`config.mk`:
```
export PLATFORM = sky130hd
export DESIGN_NAME = mul_pipe
export DESIGN_NICKNAME = d
export VERILOG_FILES = /design/src/rtl/mul_pkg.sv /design/src/rtl/mul_pp_array.sv /design/src/rtl/mul_pipe.sv
export SDC_FILE = /design/constraint.sdc
export NUM_CORES = 2
export LEC_CHECK = 0
export ABC_AREA = 1
export BUFFER_PORTS_ARGS = -buffer_cell sky130_fd_sc_hd__buf_2
export CAP_MARGIN = 25
export CORE_MARGIN = 1.5
export CORE_UTILIZATION = 43
export CTS_BUF_LIST = sky130_fd_sc_hd__clkbuf_16
export CTS_CLUSTER_SIZE = 25
export DETAILED_ROUTE_END_ITERATION = 8
export REMOVE_ABC_BUFFERS = 1
export SKIP_LAST_GASP = 1
export SLEW_MARGIN = 15
export SYNTH_ARGS = -nofsm -noshare
export SYNTH_HDL_FRONTEND = slang
export SYNTH_SLANG_ARGS = --single-unit
export TNS_END_PERCENT = 5
```
`constraint.sdc`:
```
create_clock -name clk -period 6.5 [get_ports clk]
set_clock_uncertainty 0.1 [all_clocks]
set_input_delay 0.325 -clock clk [delete_from_list [all_inputs] [get_ports clk]]
set_output_delay 0.325 -clock clk [all_outputs]
set_load 0.01 [all_outputs]
```
`src/rtl/mul_pkg.sv`:
```
// Shared types and configuration checks for the pipelined multiplier.
// Covers the operation codes, FSM states and WIDTH/LIMB legality rules.
package mul_pkg;

    typedef enum logic [1:0] {
        MUL_OP_MUL  = 2'd0,
        MUL_OP_MADD = 2'd1,
        MUL_OP_MSUB = 2'd2
    } mul_op_t;

    typedef enum logic [1:0] {
        IDLE = 2'd0,
        PP   = 2'd1,
        ACC  = 2'd2
    } mul_state_t;

    localparam int MUL_MIN_LIMB = 8;

    function automatic bit mul_cfg_legal(input int width, input int limb);
        return (limb >= MUL_MIN_LIMB) && (width >= limb) && ((width % limb) == 0);
    endfunction

endpackage

```
`src/rtl/mul_pp_array.sv`:
```
// PP stage of mul_pipe: operand magnitudes, N*N limb multipliers and their registers.
// The result sign is registered here so the sum stage can apply its fix-up.
module mul_pp_array
    import mul_pkg::*;
#(
    parameter int WIDTH = 32,
    parameter int LIMB  = 16
) (
    input  logic                            clk,
    input  logic                            resetn,
    input  logic                            load,
    input  logic                            is_signed,
    input  logic [WIDTH-1:0]                a,
    input  logic [WIDTH-1:0]                b,
    output logic [(WIDTH/LIMB)*(WIDTH/LIMB)-1:0][2*LIMB-1:0] pp,
    output logic                            neg
);

    localparam int N = WIDTH / LIMB;

    logic [WIDTH-1:0]                 mag_a;
    logic [WIDTH-1:0]                 mag_b;
    logic [N*N-1:0][2*LIMB-1:0]       pp_comb;
    logic                             neg_comb;

    // The most negative value maps to 2^(WIDTH-1), which still fits unsigned.
    always_comb begin
        mag_a = (is_signed && a[WIDTH-1]) ? (~a + 1'b1) : a;
        mag_b = (is_signed && b[WIDTH-1]) ? (~b + 1'b1) : b;
        neg_comb = is_signed & (a[WIDTH-1] ^ b[WIDTH-1]);
    end

    always_comb begin
        pp_comb = '0;
        for (int i = 0; i < N; i++) begin
            for (int j = 0; j < N; j++) begin
                pp_comb[i*N+j] = {{LIMB{1'b0}}, mag_a[i*LIMB +: LIMB]}
                               * {{LIMB{1'b0}}, mag_b[j*LIMB +: LIMB]};
            end
        end
    end

    always_ff @(posedge clk or negedge resetn) begin
        if (!resetn) begin
            pp  <= '0;
            neg <= 1'b0;
        end else if (load) begin
            pp  <= pp_comb;
            neg <= neg_comb;
        end
    end

endmodule

```
`src/rtl/mul_pipe.sv`:
```
// Pipelined limb-split multiplier with valid/ready accept, done pulse and flush.
// Defining MUL_PIPE_ACC_EN adds the ACC stage for MADD/MSUB; otherwise they act as MUL.
module mul_pipe
    import mul_pkg::*;
#(
    parameter int WIDTH = 32,
    parameter int LIMB  = 16
) (
    input  logic                 clk,
    input  logic                 resetn,
    input  logic                 in_valid,
    output logic                 in_ready,
    input  logic                 is_signed,
    input  logic [1:0]           op,
    input  logic [WIDTH-1:0]     a,
    input  logic [WIDTH-1:0]     b,
    input  logic [2*WIDTH-1:0]   acc,
    input  logic                 flush,
    output logic                 done,
    output logic [2*WIDTH-1:0]   c
);

    localparam int N = WIDTH / LIMB;

    if (!mul_cfg_legal(WIDTH, LIMB)) begin : g_bad_cfg
        $error("mul_pipe: WIDTH must be a multiple of LIMB and LIMB must be at least 8");
    end

    mul_state_t                  state;
    mul_state_t                  state_next;
    logic                        accept;
    logic [N*N-1:0][2*LIMB-1:0]  pp;
    logic                        neg;
    logic [2*WIDTH-1:0]          sum;
    logic [2*WIDTH-1:0]          product;

    assign in_ready = (state == IDLE);
    assign accept   = in_valid & in_ready & ~flush;

    mul_pp_array #(
        .WIDTH (WIDTH),
        .LIMB  (LIMB)
    ) u_pp_array (
        .clk       (clk),
        .resetn    (resetn),
        .load      (accept),
        .is_signed (is_signed),
        .a         (a),
        .b         (b),
        .pp        (pp),
        .neg       (neg)
    );

    // Each partial product lands at its limb-pair offset; the sum is the magnitude.
    always_comb begin
        sum = '0;
        for (int i = 0; i < N; i++) begin
            for (int j = 0; j < N; j++) begin
                sum = sum + ({{(2*WIDTH-2*LIMB){1'b0}}, pp[i*N+j]} << ((i + j) * LIMB));
            end
        end
        product = neg ? (~sum + 1'b1) : sum;
    end

`ifdef MUL_PIPE_ACC_EN
    logic                acc_op_q;
    logic                sub_q;
    logic [2*WIDTH-1:0]  acc_q;
    logic [2*WIDTH-1:0]  prod_q;

    always_ff @(posedge clk or negedge resetn) begin
        if (!resetn) begin
            acc_op_q <= 1'b0;
            sub_q    <= 1'b0;
            acc_q    <= '0;
            prod_q   <= '0;
        end else begin
            if (accept) begin
                acc_op_q <= (op == MUL_OP_MADD) || (op == MUL_OP_MSUB);
                sub_q    <= (op == MUL_OP_MSUB);
                acc_q    <= acc;
            end
            if (state == PP && acc_op_q && !flush) begin
                prod_q <= product;
            end
        end
    end
`else
    logic unused_acc_inputs;
    assign unused_acc_inputs = ^{op, acc};
`endif

    always_ff @(posedge clk or negedge resetn) begin
        if (!resetn) begin
            state <= IDLE;
        end else begin
            state <= state_next;
        end
    end

    always_comb begin
        state_next = state;
        case (state)
            IDLE: if (accept) state_next = PP;
`ifdef MUL_PIPE_ACC_EN
            PP:   state_next = acc_op_q ? ACC : IDLE;
`else
            PP:   state_next = IDLE;
`endif
            ACC:  state_next = IDLE;
            default: state_next = IDLE;
        endcase
        if (flush) begin
            state_next = IDLE;
        end
    end

    // done defaults low every cycle, so a flush also kills a pulse that was due.
    always_ff @(posedge clk or negedge resetn) begin
        if (!resetn) begin
            c    <= '0;
            done <= 1'b0;
        end else begin
            done <= 1'b0;
            if (!flush) begin
`ifdef MUL_PIPE_ACC_EN
                if (state == PP && !acc_op_q) begin
                    c    <= product;
                    done <= 1'b1;
                end
                if (state == ACC) begin
                    c    <= sub_q ? (acc_q - prod_q) : (acc_q + prod_q);
                    done <= 1'b1;
                end
`else
                if (state == PP) begin
                    c    <= product;
                    done <= 1'b1;
                end
`endif
            end
        end
    end

endmodule

```
Yosys cells after proc, flatten, opt, wreduce, memory -nomap -nowiden. Cells that the tools add are included.

Bits in registers: 196. Bits in latches: 0. Bits in writable memories: 0. ROM bits: 0. Output and inout port bits: 66. Logic and storage cells: 40. Memories kept: 0.

$add $sub $neg: 6. $mul: 4. Div/mod/pow operators: 0. $lt $le $gt $ge: 0. Eq/ne operators: 2. Shifts and indexed selects: 0. Muxes and demuxes: 8. Bitwise operators: 8. Reduce and logical (&&, ||, !) cells: 4.

Operators with widths (count): $mul 16x16->32 (4); $add 32x1->32 const B (2); $add 50x64->64 (1); $add 64x1->64 const B (1); $mux 32 (2); $mux 64 (1); $not 32->32 (2); $not 64->64 (1); $add 49x48->50 (1); $add 32x48->49 (1); $mux 2 (3); $and 1x1->1 (3); $ne 3x1->1 const B (1); $eq 2x1->1 const B (1); $logic_and 1x1->1 (2); $logic_not 2->1 (1); $mux 1 (2); $reduce_and 2->1 (1); $not 1->1 (1); $xor 1x1->1 (1).

Depth between registers and ports, before layout.
Depth in word-level cells: 6. Gate-level depth with buffers: 42. Gate-level depth less buffers: 40.

Hierarchy. From an unflattened synthesis, not the netlist that was laid out.

Cells, all modules: 7374. Area total of the unflattened synthesis: 51321.7 um^2.

Modules (own cells, without submodules): mul_pp_array (times used 1, cells each 5923, area an instance 42789.8 um^2, seq. area each 3228.1 um^2); mul_pipe (times used 1, cells each 1451, area an instance 8531.9 um^2, seq. area each 1651.6 um^2).

Least setup slack after synthesis. No wires, ideal clock.

Path type: input to register. Start: input port b[0]. End: register u_pp_array.pp[125] (netlist bit). Library setup time: 0.131 ns. Data arrival time: 7.474 ns. Required time: 6.269 ns. Path slack: -1.205 ns. Stages: 40. Cells stage by stage: buf_4 -> inv_2 -> clkbuf_1 -> ha_1 -> inv_1 -> nor3_2 -> nand3_2 -> nor3_4 -> nand2_2 -> nor2_1 -> nand4_1 -> nand2_1 -> o21ai_0 -> xor2_1 -> buf_2 -> buf_1 -> nor2_1 -> fa_1 -> (+4 left out) -> fa_1 -> fa_1 -> inv_1 -> fa_1 -> inv_1 -> ha_1 -> nand2_1 -> nor2_1 -> inv_1 -> nor3_1 -> nand3_1 -> nand3_1 -> nand3_1 -> nand2_1 -> a31oi_1 -> or2_2 -> nand3_1 -> o21ai_0.

Longest elaborated chain between the ends: 4.

RTL lines: start, declared (line mul_pipe.sv:16) `input logic [WIDTH-1:0] b,`; $not 32->32 (line mul_pp_array.sv:29) `mag_b = (is_signed && b[WIDTH-1]) ? (~b + 1'b1) : b;`; $add 32x1->32 (line mul_pp_array.sv:29); $mux 32 (line mul_pp_array.sv:29); $mul 16x16->32 (line mul_pp_array.sv:38) `* {{LIMB{1'b0}}, mag_b[j*LIMB +: LIMB]};`; end signal, assigned (line mul_pp_array.sv:48) `pp <= pp_comb;`; end, declared (line mul_pp_array.sv:15) `output logic [(WIDTH/LIMB)*(WIDTH/LIMB)-1:0][2*LIMB-1:0] pp,`.

No other way between the ends. A chain may end at the register's enable or synchronous reset.

Worst setup path after layout.
Start: input port b[0]. End: register u_pp_array.pp[113] (netlist bit).

The elaborated chain is that of the path after synthesis.

==> impl_results.md <==
* Largest net degree at the start of global routing at 111
* Synth Instances at 6450
* DIE WIDTH at 337 µm
* Core Area at 0.111 mm²
* Fraction of the mapped netlist area in adder cells at 45.6%
* Post-Layout Cell Count at 8780
* Failing checks: negative setup slack
* Sequential fraction of the synthesis area at 10.2%
* Mapped cell area at 0.0479 mm²
* Largest cells by area after synthesis: fa_1 34%, nand2_1 13%, ha_1 12%, inv_1 11%, dfrtp_1 10%
* Gr usage total at 30.6%
* Initial antenna violation count at 3
* Vias in the first global route at 44.9k
* Asr flop ratio synth at 100%
* Die Height at 337 µm
* Final ANT Viol Nets at 0
* Worst setup margin at -0.599 ns
* Initial Util at 43.3%
* Worst r2r dst: c[59]
* Crit path time final at 7.10 ns
* DR WL/cell at 19.3 µm
* Hold_sp: flush
* Critical Path Max Stage Delay at 0.62 ns
* Cells on worst reg2reg path at 19
* Final Hold Fails at 0
* Worst EP required at 6.70 ns
* Routed via count at 44.2k
* Simple-gate share of the synthesized area at 23.6%
* Detailed Place HPWL at 145000 µm
* Least-Margin Pin Slew at 1.03 ns
* Area of the multi-input gates at 0.0377 mm²
* Max Slew Vio Count at 0
* Critical path startpoint category: input port
* Post-synth top area share at 33.8%
* Mux contribution to synthesized area at 0%
* Htree depth at 4
* Area growth, synth to finish at 21.7%
* CTS tree: built
* First-pass GRT wire length at 262000 µm
* Max_cap viols at 0
* CTS max path bufs at 2
* EDFF count, synth at 0
* Design Area, Final at 0.0583 mm²
* DRC at 0
* Yosys cell types at 50
* Placed cells at 8707
* Setup slack, reg-to-reg at 2.38 ns
* PortBufs at 134
* Fin nets at 8673
* Worst Path Arrival at 7.30 ns
* Total CTS buffers at 17
* Most frequent CP cell: buf_4
* IO Pins at 201
* Largest family of logic cells by synthesized area: adder cells
* Number of fillers in the final layout at 10.9k
* Ys flop type: dfrtp_1
* Slowest CP cell: fa_2
* Ys Warns at 0
* Synth area leader: fa_1
* Crit. End Element: register
* #FFs+latches synth at 195
* Rows at 122
* Top cells by count, synth: 1675 x nand2_1, 1349 x inv_1, 809 x fa_1, 704 x nor2_1, 451 x ha_1
* Min-Delay Path Class: in2reg
* Mean post-synth cell area at 7.43 µm²
* Worst Hold Endpoint: state[0]
* Die area at 0.114 mm²
* Critical path fanouts, max at 5
* Clock Sink Count at 195
* Root Driver: clkbuf_16
* Top-count cell post-synth: nand2_1
* Status: complete, but fails checks
* 1st-iter DRT viols at 3153
* RR Startpoint: u_pp_array.pp[17]
* Placement Cell Area at 0.0566 mm²
* Post-synthesis xor/xnor area fraction at 2.77%
* Vias per cell at 5.04
* Layout cell share with drive strength beyond 1 at 17.7%
* DRT Wirelength at 170000 µm
* Clock Pin Slew Worst Setup and Hold Paths at 0.07 ns
* Clk Latency, worst-skew pair at 0.47 ns
* # setup viols final at 77
* Period utilisation layout at 109%
* Grt total ovfl at 0
* Pre-Repair DR Iteration Count at 7
* Complex-gate fraction of the synthesized area at 5.32%
* Routability congestion estimate from global placement at 0.960
* Worst Path Class, Setup: in2reg
* Area occupied by registers at 0.00488 mm²
* Worst Hold Depth at 3
* RSZ-0062 raised after global routing: true
* Achievable frequency at 141 MHz
* Relative slew slack at 31.3%
[layout make-up]
class | count | area share, %
antenna | 2 | 0.00858
clock buffer | 17 | 0.729
clock inverter | 14 | 0.204
inverter | 1378 | 8.95
multi-input combinational | 4667 | 64.6
sequential | 195 | 8.37
tap | 1488 | 3.19
timing repair buffer | 1019 | 13.9
[state kept, by name, indices dropped and copies added, names as in the netlist]
register and count:
done 1, u_pp_array.pp 128, u_pp_array.neg 1, state 1
c 64
[worst max-delay path by stage]
stage | start | endpoint | slack (ns)
finish | b[0] | u_pp_array.pp[113] | -0.60
global route | a[2] | u_pp_array.pp[125] | -0.91
CTS | a[0] | u_pp_array.pp[85] | -0.61
detailed placement | b[0] | u_pp_array.pp[63] | -1.26
global placement | b[0] | u_pp_array.pp[63] | -1.15
floorplan | state[0] | u_pp_array.neg | -2.14
[repair_timing]
item	in CTS	in global routing
pin swaps	68	9
cloned	2	0
gates resized for setup	142	63
setup buffers	31	6
endpoints found under the setup margin	80	89
hold buffers	1	0
endpoints found under the hold margin	93	0
[cell usage in the layout, fill, tap and decap left out, drive strengths merged, types with 12 or more instances in the layout]
cell type  netlist  final
nand4           48     48
a31oi           19     19
o21ai          227    227
nor2           720    720
a21oi          152    152
nor4            23     23
dfrtp          195    195
ha             451    451
xnor2           66     66
nand3          204    204
fa             809    809
nand2         1684   1684
buf             49   1016
clkbuf         161     18
o21a            12     12
inv           1364   1366
xor2            84     84
clkinv          14     17
nand3b          15     15
or2             53     53
nor3            41     41
[layer usage]
layer	share of wire (%)	track usage, %	routed length (µm)	vias to the layer above
met4	4.0	10.9	6820	2
met1	44	42.8	75400	21400
met3	8.5	5.63	14400	261
met5	0.0077	0	13	-
met2	43	47.3	73000	1609
li1	-	-	-	21000
[cell families (layout without fill, tap and decap cells)]
kind of cell | Yosys count | in the layout
flip-flops | 195 | 195
buffers and inverters | 1588 | 2428
AO/OA/AOI/OAI | 466 | 466
AND/OR/NAND/NOR | 2791 | 2791
adder cells (fa/ha/maj) | 1260 | 1260
XOR/XNOR | 150 | 150
other | 0 | 2
[metrics by stage]
stage	hold slack [ns]	util (%)	setup TNS (ns)	setup slack [ns]
after global placement	0.344	51.1	-68.41	-1.15
after global routing	0.163	52.7	-56.16	-0.912
final	0.158	52.7	-26.77	-0.599
after floorplan	-0.0706	-	-240.25	-2.14
after detailed placement	0.348	51.1	-74.87	-1.26
after CTS	0.140	52.5	-26.39	-0.608
[critical path: cells and delay by family]
family	cells	cell delay (ns)
AND/OR/NAND/NOR	12	1.30
adder cells (fa/ha/maj)	7	3.36
buffers and inverters	14	1.37
AO/OA/AOI/OAI	5	0.67
XOR/XNOR	1	0.27
Power is not shown: default switching activity piles up to over one toggle a cycle in this logic, so the estimate is an artifact.
